**src/rtl/act_relu_pipe.sv**
```systemverilog
`default_nettype none
// ============================================================================
// Module      : act_relu_pipe
// Description : Two-stage valid/ready activation pipe (linear / ReLU / leaky /
//               clipped) with signed saturation to DATA_WIDTH per channel.
//               Optional saturation counter enabled by macro ACT_SAT_CNT_EN.
// Revision    : 1.0 - initial release
// ============================================================================
module act_relu_pipe #(
    parameter int DATA_WIDTH = 16,
    parameter int INT_WIDTH  = 4,
    parameter int NUM_CH     = 4,
    parameter int LEAK_SHIFT = 3
) (
    input  logic                           clk,
    input  logic                           rst,
    input  logic                           in_valid,
    output logic                           in_ready,
    input  logic [1:0]                     in_mode,
    input  logic [DATA_WIDTH-1:0]          clip_max,
    input  logic [NUM_CH*2*DATA_WIDTH-1:0] in_data,
    output logic                           out_valid,
    input  logic                           out_ready,
    output logic [NUM_CH*DATA_WIDTH-1:0]   out_data,
    input  logic                           sat_clr,
    output logic [15:0]                    sat_count
);

    localparam int c_ACC_W = 2 * DATA_WIDTH;
    localparam int c_POP_W = $clog2(NUM_CH + 1);
    localparam int c_LO_W  = c_ACC_W - INT_WIDTH - DATA_WIDTH;

    localparam logic [1:0] c_MODE_LIN   = 2'b00;
    localparam logic [1:0] c_MODE_RELU  = 2'b01;
    localparam logic [1:0] c_MODE_LEAKY = 2'b10;
    localparam logic [1:0] c_MODE_CLIP  = 2'b11;

    localparam logic [DATA_WIDTH-1:0] c_MAX_POS = {1'b0, {(DATA_WIDTH-1){1'b1}}};
    localparam logic [DATA_WIDTH-1:0] c_MIN_NEG = {1'b1, {(DATA_WIDTH-1){1'b0}}};

    logic                          w_s2_adv;
    logic                          w_s1_adv;
    logic                          w_s2_load;

    logic [NUM_CH*c_ACC_W-1:0]     w_val;
    logic [NUM_CH-1:0]             w_neg;
    logic [NUM_CH-1:0]             w_povf;
    logic [NUM_CH-1:0]             w_novf;
    logic [DATA_WIDTH-1:0]         w_cmax;

    logic                          r_s1_valid;
    logic [NUM_CH*c_ACC_W-1:0]     r_s1_val;
    logic [NUM_CH-1:0]             r_s1_neg;
    logic [NUM_CH-1:0]             r_s1_povf;
    logic [NUM_CH-1:0]             r_s1_novf;
    logic [1:0]                    r_s1_mode;
    logic [DATA_WIDTH-1:0]         r_s1_cmax;

    logic [NUM_CH*DATA_WIDTH-1:0]  w_res;
    logic [NUM_CH-1:0]             w_sat;
    logic [c_POP_W-1:0]            w_pop;

    logic                          r_out_valid;
    logic [NUM_CH*DATA_WIDTH-1:0]  r_out_data;

    // in_ready depends only on out_ready and the stage valids, never on in_valid
    assign w_s2_adv  = !r_out_valid || out_ready;
    assign w_s1_adv  = !r_s1_valid || w_s2_adv;
    assign w_s2_load = w_s2_adv && r_s1_valid;
    assign in_ready  = w_s1_adv;

    assign w_cmax = clip_max[DATA_WIDTH-1] ? '0 : clip_max;

    for (genvar c = 0; c < NUM_CH; c++) begin : g_s1_ch
        logic signed [c_ACC_W-1:0] w_x;
        logic signed [c_ACC_W-1:0] w_xs;
        logic [INT_WIDTH:0]        w_h;

        assign w_x  = in_data[c*c_ACC_W +: c_ACC_W];
        assign w_xs = (in_mode == c_MODE_LEAKY && w_x[c_ACC_W-1]) ? (w_x >>> LEAK_SHIFT) : w_x;
        assign w_h  = w_xs[c_ACC_W-1 -: INT_WIDTH+1];

        assign w_val[c*c_ACC_W +: c_ACC_W] = w_xs;
        assign w_neg[c]  = w_xs[c_ACC_W-1];
        assign w_povf[c] = !w_xs[c_ACC_W-1] && (w_h != '0);
        assign w_novf[c] = w_xs[c_ACC_W-1] && (w_h != '1);
    end

    always_ff @(posedge clk) begin
        if (rst) begin
            r_s1_valid <= 1'b0;
            r_s1_val   <= '0;
            r_s1_neg   <= '0;
            r_s1_povf  <= '0;
            r_s1_novf  <= '0;
            r_s1_mode  <= c_MODE_LIN;
            r_s1_cmax  <= '0;
        end else if (w_s1_adv) begin
            r_s1_valid <= in_valid;
            if (in_valid) begin
                r_s1_val  <= w_val;
                r_s1_neg  <= w_neg;
                r_s1_povf <= w_povf;
                r_s1_novf <= w_novf;
                r_s1_mode <= in_mode;
                r_s1_cmax <= w_cmax;
            end
        end
    end

    for (genvar c = 0; c < NUM_CH; c++) begin : g_s2_ch
        logic [DATA_WIDTH-1:0] w_slice;
        logic [DATA_WIDTH-1:0] w_lin;
        logic [DATA_WIDTH-1:0] w_relu;
        logic [DATA_WIDTH-1:0] w_r;
        logic                  w_lin_sat;
        logic                  w_relu_sat;
        logic                  w_r_sat;
        logic                  w_unused_bits;

        assign w_slice = r_s1_val[c*c_ACC_W + c_ACC_W - INT_WIDTH - 1 -: DATA_WIDTH];
        assign w_unused_bits = ^{r_s1_val[c*c_ACC_W +: c_LO_W],
                                 r_s1_val[(c+1)*c_ACC_W-1 -: INT_WIDTH]};

        always_comb begin
            w_lin     = w_slice;
            w_lin_sat = 1'b0;
            if (r_s1_povf[c]) begin
                w_lin     = c_MAX_POS;
                w_lin_sat = 1'b1;
            end else if (r_s1_novf[c]) begin
                w_lin     = c_MIN_NEG;
                w_lin_sat = 1'b1;
            end

            // zeroing a negative input is not a saturation event
            w_relu     = w_lin;
            w_relu_sat = w_lin_sat;
            if (r_s1_neg[c]) begin
                w_relu     = '0;
                w_relu_sat = 1'b0;
            end

            w_r     = w_lin;
            w_r_sat = w_lin_sat;
            case (r_s1_mode)
                c_MODE_RELU: begin
                    w_r     = w_relu;
                    w_r_sat = w_relu_sat;
                end
                c_MODE_CLIP: begin
                    // both operands are non-negative here, so unsigned compare is exact
                    if (w_relu > r_s1_cmax) begin
                        w_r     = r_s1_cmax;
                        w_r_sat = 1'b1;
                    end else begin
                        w_r     = w_relu;
                        w_r_sat = w_relu_sat;
                    end
                end
                default: begin
                    w_r     = w_lin;
                    w_r_sat = w_lin_sat;
                end
            endcase
        end

        assign w_res[c*DATA_WIDTH +: DATA_WIDTH] = w_r;
        assign w_sat[c] = w_r_sat;
    end

    always_comb begin
        w_pop = '0;
        for (int i = 0; i < NUM_CH; i++) begin
            w_pop = w_pop + c_POP_W'(w_sat[i]);
        end
    end

    always_ff @(posedge clk) begin
        if (rst) begin
            r_out_valid <= 1'b0;
            r_out_data  <= '0;
        end else if (w_s2_adv) begin
            r_out_valid <= r_s1_valid;
            if (r_s1_valid) begin
                r_out_data <= w_res;
            end
        end
    end

    assign out_valid = r_out_valid;
    assign out_data  = r_out_data;

`ifdef ACT_SAT_CNT_EN
    logic [15:0] r_sat_count;
    logic [16:0] w_cnt_sum;

    assign w_cnt_sum = {1'b0, r_sat_count} + 17'(w_pop);

    always_ff @(posedge clk) begin
        if (rst) begin
            r_sat_count <= '0;
        end else if (sat_clr) begin
            r_sat_count <= '0;
        end else if (w_s2_load) begin
            r_sat_count <= w_cnt_sum[16] ? 16'hFFFF : w_cnt_sum[15:0];
        end
    end

    assign sat_count = r_sat_count;
`else
    logic w_unused_cnt;

    assign w_unused_cnt = ^{1'b0, sat_clr, w_pop, w_s2_load};
    assign sat_count    = '0;
`endif

endmodule
`default_nettype wire

```
**config.mk**
```make
export PLATFORM = sky130hd
export DESIGN_NAME = act_relu_pipe
export DESIGN_NICKNAME = d
export VERILOG_FILES = /design/src/rtl/act_relu_pipe.sv
export SDC_FILE = /design/constraint.sdc
export NUM_CORES = 1
export LEC_CHECK = 0
export ABC_CLOCK_PERIOD_IN_PS = 5650
export CORE_ASPECT_RATIO = 0.75
export CORE_MARGIN = 5
export CORE_UTILIZATION = 25
export CTS_BUF_LIST = sky130_fd_sc_hd__clkbuf_8 sky130_fd_sc_hd__clkbuf_16
export CTS_CLUSTER_SIZE = 30
export DETAILED_ROUTE_END_ITERATION = 8
export SKIP_LAST_GASP = 1
export SYNTH_ARGS = -nofsm -noshare
export SYNTH_HDL_FRONTEND = slang
export SYNTH_SLANG_ARGS = --single-unit
```
**constraint.sdc**
```tcl
create_clock -name clk -period 5.65 [get_ports clk]
set_input_delay 0.565 -clock clk [delete_from_list [all_inputs] [get_ports clk]]
set_output_delay 0.565 -clock clk [all_outputs]
set_load 0.05 [all_outputs]
```
==> run summary <==
PWR
----------------------------------------------------------------------------------------------------
Static power due to leakage                                                                  4.62 nW
Pwr dens                                                                                  282 nW/um2
Worst IR Drop VDD                                                                           0.210 mV

CLOCKING
----------------------------------------------------------------------------------------------------
TritonCTS clock tree                                                                           built
Clock Tree Root                                                                         sky130_fd_sc_hd__clkbuf_16
Clock-pin slew reported for the worst setup and hold paths after clock tree synthesis          70 ps
CTS H-tree depth                                                                                   4
Number of setup buffers added after CTS                                                            0
Clock buffers created by TritonCTS                                                                17
Worst-skew pair later-pin latency                                                             440 ps
Hold Buf Count CTS                                                                                 0
Max Buffers Root-to-Sink                                                                           2
Resize count post-CTS                                                                              0
Clock net sink count                                                                             159

SETUP PATH
----------------------------------------------------------------------------------------------------
Startpoint kind of the worst setup timing path                                                  flop
Setup slack of the most critical reg-to-reg path                                             2120 ps
Bufs and invs on worst path                                                                        0
Worst setup path end                                                                    out_data[27]
Path length in cells of the critical path                                                          8
Length in cells of the worst reg-to-reg path                                                       8
Origin of the worst setup path                                                          r_s1_val[63]
CP max FO                                                                                         34
Delay of the slowest critical-path stage                                                     1010 ps
Slowest stage cell on the critical path                                                 sky130_fd_sc_hd__dfxtp_1
Worst Setup Path Type                                                                   flop to flop
End of the worst register-to-register path                                              out_data[27]
Kind of cell adding the most delay to the critical path                                 simple AND/OR/NAND/NOR gates
Critical path data arrival time                                                              3900 ps
Cell chain of the critical path                                                         nor2_1, ha_1, and3_1, o211ai_2, nand2b_1, nand3b_1, nand3_1, a21oi_1
Type of destination of the critical path                                                        flop
Data required time of the critical path                                                      6020 ps
Reg-to-reg critical path startpoint                                                     r_s1_val[63]

TIMING
----------------------------------------------------------------------------------------------------
Number of endpoints with negative hold slack in the final report                                   0
Setup clock skew after layout                                                                14.9 ps
Final period utilization                                                                       62.5%
Highest attainable clock frequency                                                         0.283 GHz
Unrepaired setup endpoints after global routing                                                false
Final critical-path required period                                                          3530 ps
Max_slew headroom                                                                              23.4%
Final sum of negative setup slack                                                               0 ps
Worst Tran Pin Value                                                                         1150 ps
Pins over their slew limit                                                                         0
Endpoints failing setup                                                                            0

YOSYS
----------------------------------------------------------------------------------------------------
Number of synthesized flops with an enable pin                                                     0
Largest area contributor in the netlist                                                 sky130_fd_sc_hd__dfxtp_1
Sequential share of the synthesized area                                                       31.8%
Async set-reset flop share out of synthesis                                                       0%
Most common cell in the synthesized netlist                                             sky130_fd_sc_hd__nor2_1
Gate count of the mapped netlist                                                                1352
Share of Yosys cell area claimed by the top area cell type                                     31.8%
Yosys synthesis warning count                                                                      0
Top area cells in the synthesized netlist                                               sky130_fd_sc_hd__dfxtp_1, sky130_fd_sc_hd__a21oi_1, sky130_fd_sc_hd__ha_1
Mean Syn Cell Area                                                                          7.41 um2
Post-synthesis register bit count                                                                159
Synth unique cells                                                                                62
Cell area after technology mapping                                                         10000 um2
Most numerous cell types in the synthesized netlist                                     sky130_fd_sc_hd__nor2_1, sky130_fd_sc_hd__a21oi_1, sky130_fd_sc_hd__dfxtp_1
Prevailing post-synth register cell                                                     sky130_fd_sc_hd__dfxtp_1

FLOORPLANNING
----------------------------------------------------------------------------------------------------
Row Count                                                                                         63
I/O pin total                                                                                    233
Area of the die                                                                            44200 um2
Die Width                                                                                     241 um
CORE AREA                                                                                  39600 um2
Floorplan die height                                                                          183 um
Initial core utilization                                                                       25.3%

FINISH
----------------------------------------------------------------------------------------------------
Fraction of final layout cells sized beyond drive strength 1                                   5.30%
Fraction of the core area covered by cells at the end of the flow                              31.5%
Number of nets in the layout                                                                    1633
Area delta synth->final                                                                        24.4%
Fill cell total of the finished layout                                                          4290
Number of diodes added for antenna fixing                                                          0

ROUTE
----------------------------------------------------------------------------------------------------
Via count                                                                                      10400
Routed wirelength normalized by instance count                                               20.0 um
Routed via count divided by cell count                                                          5.31
Initial DRC Count                                                                               1103
Met2 routed WL                                                                               15.7 mm
Total Routed Length                                                                          39.1 mm
Wire length the detailed router placed on met1                                               19.7 mm
DRC violation count after routing                                                                  0
Post-detailed-route count of antenna-violating nets                                                0
Highest metal layer with signal wires                                                           met5
Routed wl met3                                                                               2.96 mm
First-pass DRT Iterations                                                                          9

STATUS
----------------------------------------------------------------------------------------------------
Result of the run                                                                          completed

GLOBAL ROUTE
----------------------------------------------------------------------------------------------------
Pin count of the biggest net entering global routing                                              82
GRT Overall Usage                                                                              17.0%
Global-route wire length before repair                                                       58.7 mm
Overall overflow remaining after global route                                                      0
Antenna violations before repair                                                                   1
Via count of the first global-routing pass                                                      9384

PLACEMENT
----------------------------------------------------------------------------------------------------
Quantity of I/O buffers inserted on ports                                                        167
Placer congestion estimate                                                                     0.915
Final HPWL DP                                                                                30.1 mm

WORST HOLD PATH
----------------------------------------------------------------------------------------------------
HP Class                                                                                flop to flop

RUN
----------------------------------------------------------------------------------------------------
Count of maximum capacitance violations                                                            0

-- metal layers --
metal / global-route usage (%) / vias to the layer above
li1: - / 5036
met2: 23.3 / 386
met3: 3.71 / 50
met4: 3.77 / 2
met5: 0 / -
met1: 26.7 / 4903
-- logic make-up after synthesis --
| family | Yosys count | share of synthesized area (%) |
|---|---|---|
| adder cells (fa/ha/maj) | 60 | 7.49 |
| AND/OR/NAND/NOR | 561 | 26.4 |
| buffers and inverters | 163 | 7.14 |
| flip-flops | 159 | 31.8 |
| other | 1 | 0.0374 |
| AO/OA/AOI/OAI | 408 | 27.2 |
-- power breakdown --
part	switching, mW	total [mW]	internal, mW	leakage, nW
registers	0.0821	1.29	1.21	1.31
logic	0.645	0.993	0.348	3.02
clock network	0.529	1.23	0.702	0.294
-- through the flow --
stage	cells	area, um2	power, mW	setup WS [ps]	hold WS (ps)
floorplan	1367	10100	1.95	2790	445
global placement	1923	11900	2.27	2250	445
detailed placement	1923	11900	2.29	2190	452
CTS	1955	12500	3.52	2190	462
global route	1955	12500	3.68	1840	488
finish	1955	12500	3.51	2120	460
-- worst min-delay path by stage --
stage / cells after the start / to / slack [ps] / start
after floorplan: 2 / r_s1_cmax[14] / 450 / r_s1_cmax[14]
after global placement: 2 / out_data[63] / 450 / out_data[63]
after detailed placement: 2 / out_data[63] / 450 / out_data[63]
after CTS: 2 / out_data[63] / 460 / out_data[63]
after global routing: 2 / out_data[63] / 490 / out_data[63]
final: 2 / out_data[63] / 460 / out_data[63]
-- worst reg2reg max path, stage by stage (launching register included) --
cell                       delay [ps]
sky130_fd_sc_hd__dfxtp_1         1010
sky130_fd_sc_hd__nor2_1           160
sky130_fd_sc_hd__ha_1             350
sky130_fd_sc_hd__and3_1           200
sky130_fd_sc_hd__o211ai_2         330
sky130_fd_sc_hd__nand2b_1         510
sky130_fd_sc_hd__nand3b_1         480
sky130_fd_sc_hd__nand3_1          220
sky130_fd_sc_hd__a21oi_1          220
-- placed cells by master (no fill, tap or decap), drive strengths merged, types with 4 or more instances in the layout --
cell type / instances
and3b: 15
clkinv: 7
o32ai: 15
nor3: 22
ha: 60
or3: 17
a21oi: 170
and2: 4
or2: 7
nor4: 31
a21o: 11
o21bai: 5
buf: 10
nand4: 6
nand3: 92
o211ai: 6
nand3b: 17
inv: 26
clkdlybuf4s50: 166
conb: 16
o21a: 4
a2111oi: 15
a211oi: 34
nand2: 128
and3: 8
dfxtp: 159
clkbuf: 17
o21ai: 68
nor2: 201
nor2b: 7
a311oi: 65
-- area by class of cell --
cell class / count / area, um2 / area share, %
Clock inverter: 15 / 185 / 1.49
Inverter: 23 / 86.3 / 0.693
Timing Repair Buffer: 176 / 1740 / 13.9
Multi-Input combinational cell: 1045 / 6200 / 49.7
Sequential cell: 159 / 3180 / 25.5
Clock buffer: 17 / 425 / 3.41
Tap cell: 520 / 651 / 5.22
-- state kept, by name, indices dropped and copies added (netlist names) --
| name | cells |
|---|---|
| r_s1_povf | 4 |
| r_s1_val | 67 |
| r_s1_valid | 1 |
| r_s1_neg | 1 |
| r_s1_novf | 4 |
| out_data | 64 |
| out_valid | 1 |
| r_s1_cmax | 15 |
| r_s1_mode | 2 |
No activity file was read; power rests on OpenSTA's default activity.
